==> config.mk <==
export PLATFORM = sky130hd
export DESIGN_NAME = econet_rx_deframer
export DESIGN_NICKNAME = d
export VERILOG_FILES = /design/src/rtl/econet_pkg.sv /design/src/rtl/econet_rx_deframer_bitclass.sv /design/src/rtl/econet_rx_deframer.sv
export SDC_FILE = /design/constraint.sdc
export NUM_CORES = 1
export LEC_CHECK = 0
export CELL_PAD_IN_SITES_DETAIL_PLACEMENT = 1
export CELL_PAD_IN_SITES_GLOBAL_PLACEMENT = 2
export CORE_ASPECT_RATIO = 0.5
export CORE_MARGIN = 1
export CORE_UTILIZATION = 46
export CTS_BUF_LIST = sky130_fd_sc_hd__clkbuf_4
export DETAILED_ROUTE_END_ITERATION = 10
export GPL_TIMING_DRIVEN = 0
export PLACE_DENSITY = 0.91
export SLEW_MARGIN = 20
export SYNTH_ARGS = -nofsm -noshare
export SYNTH_HDL_FRONTEND = slang
export SYNTH_SLANG_ARGS = --single-unit
==> constraint.sdc <==
create_clock -name netclk -period 7.4 [get_ports netclk]
set_input_delay 1.48 -clock netclk [delete_from_list [all_inputs] [get_ports netclk]]
set_output_delay 1.48 -clock netclk [all_outputs]
set_load 0.05 [all_outputs]
==> src/rtl/econet_pkg.sv <==
// Shared Econet definitions: receiver state encoding, framing constants and
// the bit-serial CRC-16 step used by both the transmitter and the receiver.
package econet_pkg;

    typedef enum logic [1:0] {
        HUNT     = 2'd0,
        SYNC     = 2'd1,
        IN_FRAME = 2'd2
    } rx_state_t;

    localparam logic [7:0]  FLAG       = 8'h7E;
    localparam logic [15:0] CRC_PRESET = 16'hFFFF;
    localparam int unsigned CRC_TAP_A  = 5;
    localparam int unsigned CRC_TAP_B  = 12;

    // x^16+x^12+x^5+1, one bit per call, feedback from the top bit
    function automatic logic [15:0] crc16_step(input logic [15:0] crc, input logic b);
        logic        fb;
        logic [15:0] n;
        fb = b ^ crc[15];
        n = {crc[14:0], fb};
        n[CRC_TAP_A] = crc[CRC_TAP_A - 1] ^ fb;
        n[CRC_TAP_B] = crc[CRC_TAP_B - 1] ^ fb;
        return n;
    endfunction

endpackage

==> src/rtl/econet_rx_deframer_bitclass.sv <==
// Raw line bit classifier: consecutive-ones counter with flag, abort,
// stuffed-zero and idle detection.
module econet_rx_bitclass #(
    parameter int unsigned IDLE_ONES = 15
) (
    input  logic netclk,
    input  logic reset,
    input  logic rxdata,
    output logic append_valid,
    output logic append_bit,
    output logic flag_evt,
    output logic abort_evt,
    output logic line_idle
);
    localparam logic [4:0] IDLE_CNT = 5'(IDLE_ONES);

    logic [4:0] ones;
    logic [4:0] ones_inc;

    always_comb begin
        ones_inc     = (ones == 5'd31) ? ones : ones + 5'd1;
        append_bit   = rxdata;
        append_valid = rxdata ? (ones_inc <= 5'd5) : (ones < 5'd5);
        flag_evt     = !rxdata && (ones == 5'd6);
        abort_evt    = rxdata && (ones_inc == 5'd7);
    end

    always_ff @(posedge netclk or posedge reset) begin
        if (reset) begin
            ones      <= '0;
            line_idle <= 1'b0;
        end else if (rxdata) begin
            ones <= ones_inc;
            if (ones_inc == IDLE_CNT)
                line_idle <= 1'b1;
        end else begin
            ones      <= '0;
            line_idle <= 1'b0;
        end
    end

endmodule

==> src/rtl/econet_rx_deframer.sv <==
// Econet/HDLC receive deframer: lookahead and FCS delay lines in front of the
// CRC checker and LSB-first byte assembler, with HUNT/SYNC/IN_FRAME control.
module econet_rx_deframer
    import econet_pkg::*;
#(
    parameter int unsigned IDLE_ONES = 15
) (
    input  logic       netclk,
    input  logic       reset,
    input  logic       rxdata,
    output logic [7:0] data_out,
    output logic       data_valid,
    output logic       sof,
    output logic       frame_end,
    output logic       crc_ok,
    output logic       frame_abort,
    output logic       line_idle,
    output logic       in_frame
);
    logic append_valid, append_bit, flag_evt, abort_evt;

    econet_rx_bitclass #(.IDLE_ONES(IDLE_ONES)) u_bitclass (
        .netclk       (netclk),
        .reset        (reset),
        .rxdata       (rxdata),
        .append_valid (append_valid),
        .append_bit   (append_bit),
        .flag_evt     (flag_evt),
        .abort_evt    (abort_evt),
        .line_idle    (line_idle)
    );

    rx_state_t   state;
    logic [5:0]  la;
    logic [2:0]  la_cnt;
    logic [15:0] fcs;
    logic [4:0]  fcs_cnt;
    logic [15:0] crc;
    logic [7:0]  shreg;
    logic [2:0]  bit_cnt;
    logic        first_byte;
    logic        byte_seen;

    logic push, flush, la_full, fcs_full, la_out_valid, fcs_out_valid;

    always_comb begin
        push          = append_valid && (state != HUNT);
        flush         = flag_evt || (abort_evt && (state != HUNT));
        la_full       = (la_cnt == 3'd6);
        fcs_full      = (fcs_cnt == 5'd16);
        la_out_valid  = push && la_full;
        fcs_out_valid = la_out_valid && fcs_full;
    end

    assign in_frame = (state == IN_FRAME);

    always_ff @(posedge netclk or posedge reset) begin
        if (reset) begin
            state       <= HUNT;
            la          <= '0;
            la_cnt      <= '0;
            fcs         <= '0;
            fcs_cnt     <= '0;
            crc         <= CRC_PRESET;
            shreg       <= '0;
            bit_cnt     <= '0;
            first_byte  <= 1'b1;
            byte_seen   <= 1'b0;
            data_out    <= '0;
            data_valid  <= 1'b0;
            sof         <= 1'b0;
            frame_end   <= 1'b0;
            crc_ok      <= 1'b0;
            frame_abort <= 1'b0;
        end else begin
            data_valid  <= 1'b0;
            sof         <= 1'b0;
            frame_end   <= 1'b0;
            crc_ok      <= 1'b0;
            frame_abort <= 1'b0;

            if (flush) begin
                la_cnt     <= '0;
                fcs_cnt    <= '0;
                crc        <= CRC_PRESET;
                bit_cnt    <= '0;
                first_byte <= 1'b1;
                byte_seen  <= 1'b0;
            end else if (push) begin
                la <= {append_bit, la[5:1]};
                if (!la_full)
                    la_cnt <= la_cnt + 3'd1;
                if (la_out_valid) begin
                    fcs <= {la[0], fcs[15:1]};
                    if (!fcs_full)
                        fcs_cnt <= fcs_cnt + 5'd1;
                end
                // Only bits that have cleared both delay lines are payload
                if (fcs_out_valid) begin
                    crc     <= crc16_step(crc, fcs[0]);
                    shreg   <= {fcs[0], shreg[7:1]};
                    bit_cnt <= bit_cnt + 3'd1;
                    if (bit_cnt == 3'd7) begin
                        data_out   <= {fcs[0], shreg[7:1]};
                        data_valid <= 1'b1;
                        sof        <= first_byte;
                        first_byte <= 1'b0;
                        byte_seen  <= 1'b1;
                    end
                end
            end

            case (state)
                HUNT: begin
                    if (flag_evt)
                        state <= SYNC;
                end
                SYNC: begin
                    if (abort_evt)
                        state <= HUNT;
                    else if (push)
                        state <= IN_FRAME;
                end
                IN_FRAME: begin
                    if (abort_evt) begin
                        frame_abort <= 1'b1;
                        state       <= HUNT;
                    end else if (flag_evt) begin
                        if (fcs_full) begin
                            frame_end <= 1'b1;
                            crc_ok    <= (bit_cnt == 3'd0) && byte_seen && (fcs == ~crc);
                        end
                        state <= SYNC;
                    end
                end
                default: state <= HUNT;
            endcase
        end
    end

endmodule

==> impl_results.md <==
* Flops & latches, synth at between 70 and 80
* Share of cells above drive strength 1 at 23.4%
* Syn Inst Count at approximately 320
* Drt pass-1 iters at 4
* Avg Inst Size Synth at between 10 and 15 sq um
* Post-synthesis net count at ~330
* Drt drc at 0
* Total number of vias at roughly 2,500
* Largest family of logic cells by synthesized area: multiplexers
* Slew margin rel. at ~42%
* Leakage power figure at roughly 0.002 uW
* Core ar. at 7620 sq um
* Fillers at between 800 and 900
* DR vias/cell at around 5.5
* Antenna Nets Post-Route at 0
* Max IR drop VDD at ~0.00012 V
* Initial Util at between 40 and 50%
* FMAX at roughly 260 MHz
* Gpl congestion at approximately 0.76
* Crit Path Max Fanout at 10
* Initial antenna violation count at 0
* Worst skew pair latency at about 0.43 ns
* Number of synthesized flops with an enable pin at 0
* Via count of the first global-routing pass at 2,714
* Site Rows at 22
* Die area at 8570 sq um
* Synth-to-layout area growth at 11.7%
* Largest net degree at the start of global routing at 42
* Critical Path AT at a little over 4 ns
* Io pins at 18
* GRT Total Usage at a little over a fifth
* RSZ-0062 raised after global routing: no
* Global-route wire length before repair at about 14,000 um
* Yosys top cell by area: dfrtp_1
* Non-Filler Cell Area, Final at around 4200 sq um
* Period utilization at 51.4%
* Tmin final at between 3 and 4 ns
* Post-DP HPWL at ~5900 um
* Number of CTS-inserted buffers at 9
* Post-synthesis adder-cell area fraction at 2.99%
* Die height at 66.0 um
* Count of placed standard cells including taps at 447
* Setup Skew at 0.0120 ns
* IO Port Bufs at 17
* Top-count cell post-synth: dfrtp_1
* Setup TNS at 0 ns
* Status: finished clean
* PostCTS Resize Cnt at 0
* Count of cell types in the netlist at 45
* Max H-tree Level at 3
* FFs w/ async S/R, synth at between 90% and 100%
* Mapped cell area at 3760 sq um
* Post-synthesis compound-gate area fraction at under 10%
* Reg clk slew, reported paths at ~0.11 ns
* Top cells by area, synth: dfrtp_1 (41%), dfstp_2 (12%), mux2_2 (11%)
* GRT overflow at 0
* Synth Area in XOR/XNOR at 4.89%
* Hold Buf Count CTS at 0
* Worst slew pin tran at slightly below 0.9 ns
* Crit path launch type: primary input
* DRT Wirelength at approximately 8100 um
* CTS tree: done
* CTS sink cnt at between 70 and 80
* Finished Layout Cells at between 400 and 500
* Nets at ~360
* Slew Limit Fails at 0
* Sequential area share after synthesis at 53.1%
* Clock Tree Buf Depth at 2
* Share of the synthesized area in the top cell type at about two fifths
* Worst setup margin at 3.60 ns
* HP Class: flop to flop
* CP Capture Type: flop
* Number of setup buffers added after CTS at 0
* DR iter-0 viols at 67
* Root buf cell: clkbuf_4
* Final setup vio count at 0
* Top FF cell, synth: dfrtp_1
* Hold Fails Final Rpt at 0
* Synth Area in Simple Gates at a little under an eighth
* DP Worst Slack at approximately 3.1 ns
* CP Class: primary input to flop
* DP Area at slightly above 4000 sq um
* Cell Pwr Density at 275 nW/um^2
* Top cells by count, synth: dfrtp_1 (62), mux2_2 (36), nor2_1 (36)
* Yosys warns at 0
* Number of max-cap violations at 0
* Die extent in x at roughly 130 um
* WP data required at just under 8 ns
* Avg WL per Cell at roughly 18 um
* Post-synthesis mux area share at approximately 16%
==> worst max-delay path, cell delays in order <==
cell and delay (ns):
clkdlybuf4s50_1 0.53, nor3_1 0.34, nand2_1 0.12, or3_1 0.43, a2111oi_4 0.79, mux2_2 0.42
==> sequential cells by signal, indices dropped and copies added (netlist names), 2 cells and up <==
name / cells
crc: 16
la_cnt: 3
shreg: 7
fcs: 16
la: 6
bit_cnt: 3
fcs_cnt: 5
state: 2
u_bitclass.ones: 5
data_out: 8
==> per-stage QoR <==
stage / utilization (%) / hold slack [ns] / power [uW]
detailed placement: 53.6 / 0.471 / 948
finish: 55.1 / 0.494 / 1160
global placement: 53.3 / 0.459 / 912
floorplan: - / 0.446 / 855
global route: 55.1 / 0.524 / 1240
CTS: 55.1 / 0.497 / 1170
==> report_power, final <==
| group | switching [uW] | internal (uW) |
|---|---|---|
| Clock | 145 | 73.9 |
| Combinational | 168 | 137 |
| Sequential | 79.6 | 554 |
| Total | 392 | 765 |
==> metal layers <==
metal | GRT usage, % | routed length, um | up-vias | part of all wire [%]
li1 | - | - | 1179 | -
met1 | 27.6 | 3910 | 1318 | 48
met2 | 35.8 | 3870 | 33 | 48
met5 | 0 | 0 | - | 0
met3 | 6.31 | 249 | 12 | 3.1
met4 | 7.56 | 105 | 0 | 1.3
==> path summary, 6_finish.rpt <==
check / start / to / slack (ns) / cells past startpoint
max in group asynchronous: reset / first_byte / 5.33 / 3
max reg2reg: u_bitclass.ones[0] / data_out[0] / 3.94 / 7
min reg2reg: byte_seen / byte_seen / 0.49 / 1
max: rxdata / data_out[0] / 3.60 / 6
min in group asynchronous: reset / fcs[8] / 1.42 / 2
min: byte_seen / byte_seen / 0.49 / 1
==> cells in the final DEF (no fill, tap or decap), drive strengths merged, types with 4 or more instances in the layout <==
cell type      instances
a211oi                 4
a21boi                 4
a21o                   4
a21oi                  5
a31oi                  5
buf                    7
clkbuf                17
clkdlybuf4s50         17
clkinv                 4
dfrtp                 62
dfstp                 17
ha                     9
inv                   10
mux2                  36
mux2i                 21
nand2                 22
nand2b                 6
nand3                  6
nand4                  6
nor2                  36
nor3                   4
o21ai                  4
or3                    4
xor2                  19
==> layout make-up <==
cell class	instances	area (sq um)	share of cell area (%)
diodes	1	2.50	0.0596
plain buffers	12	57.6	1.37
clock buffers	11	82.6	1.97
clock inverters	5	26.3	0.625
inverters	10	40.0	0.953
multi-input cells	220	1670	39.7
flip-flops and latches	79	2000	47.6
well taps	108	135	3.22
repair buffers	18	190	4.53
==> kinds of logic after synthesis <==
family          Yosys count
mux                      57
fa+ha+maj                 9
buf+inv                  22
compound gates           38
xor+xnor                 21
simple gates             95
flops                    79
No activity file was read; power rests on OpenSTA's default activity.
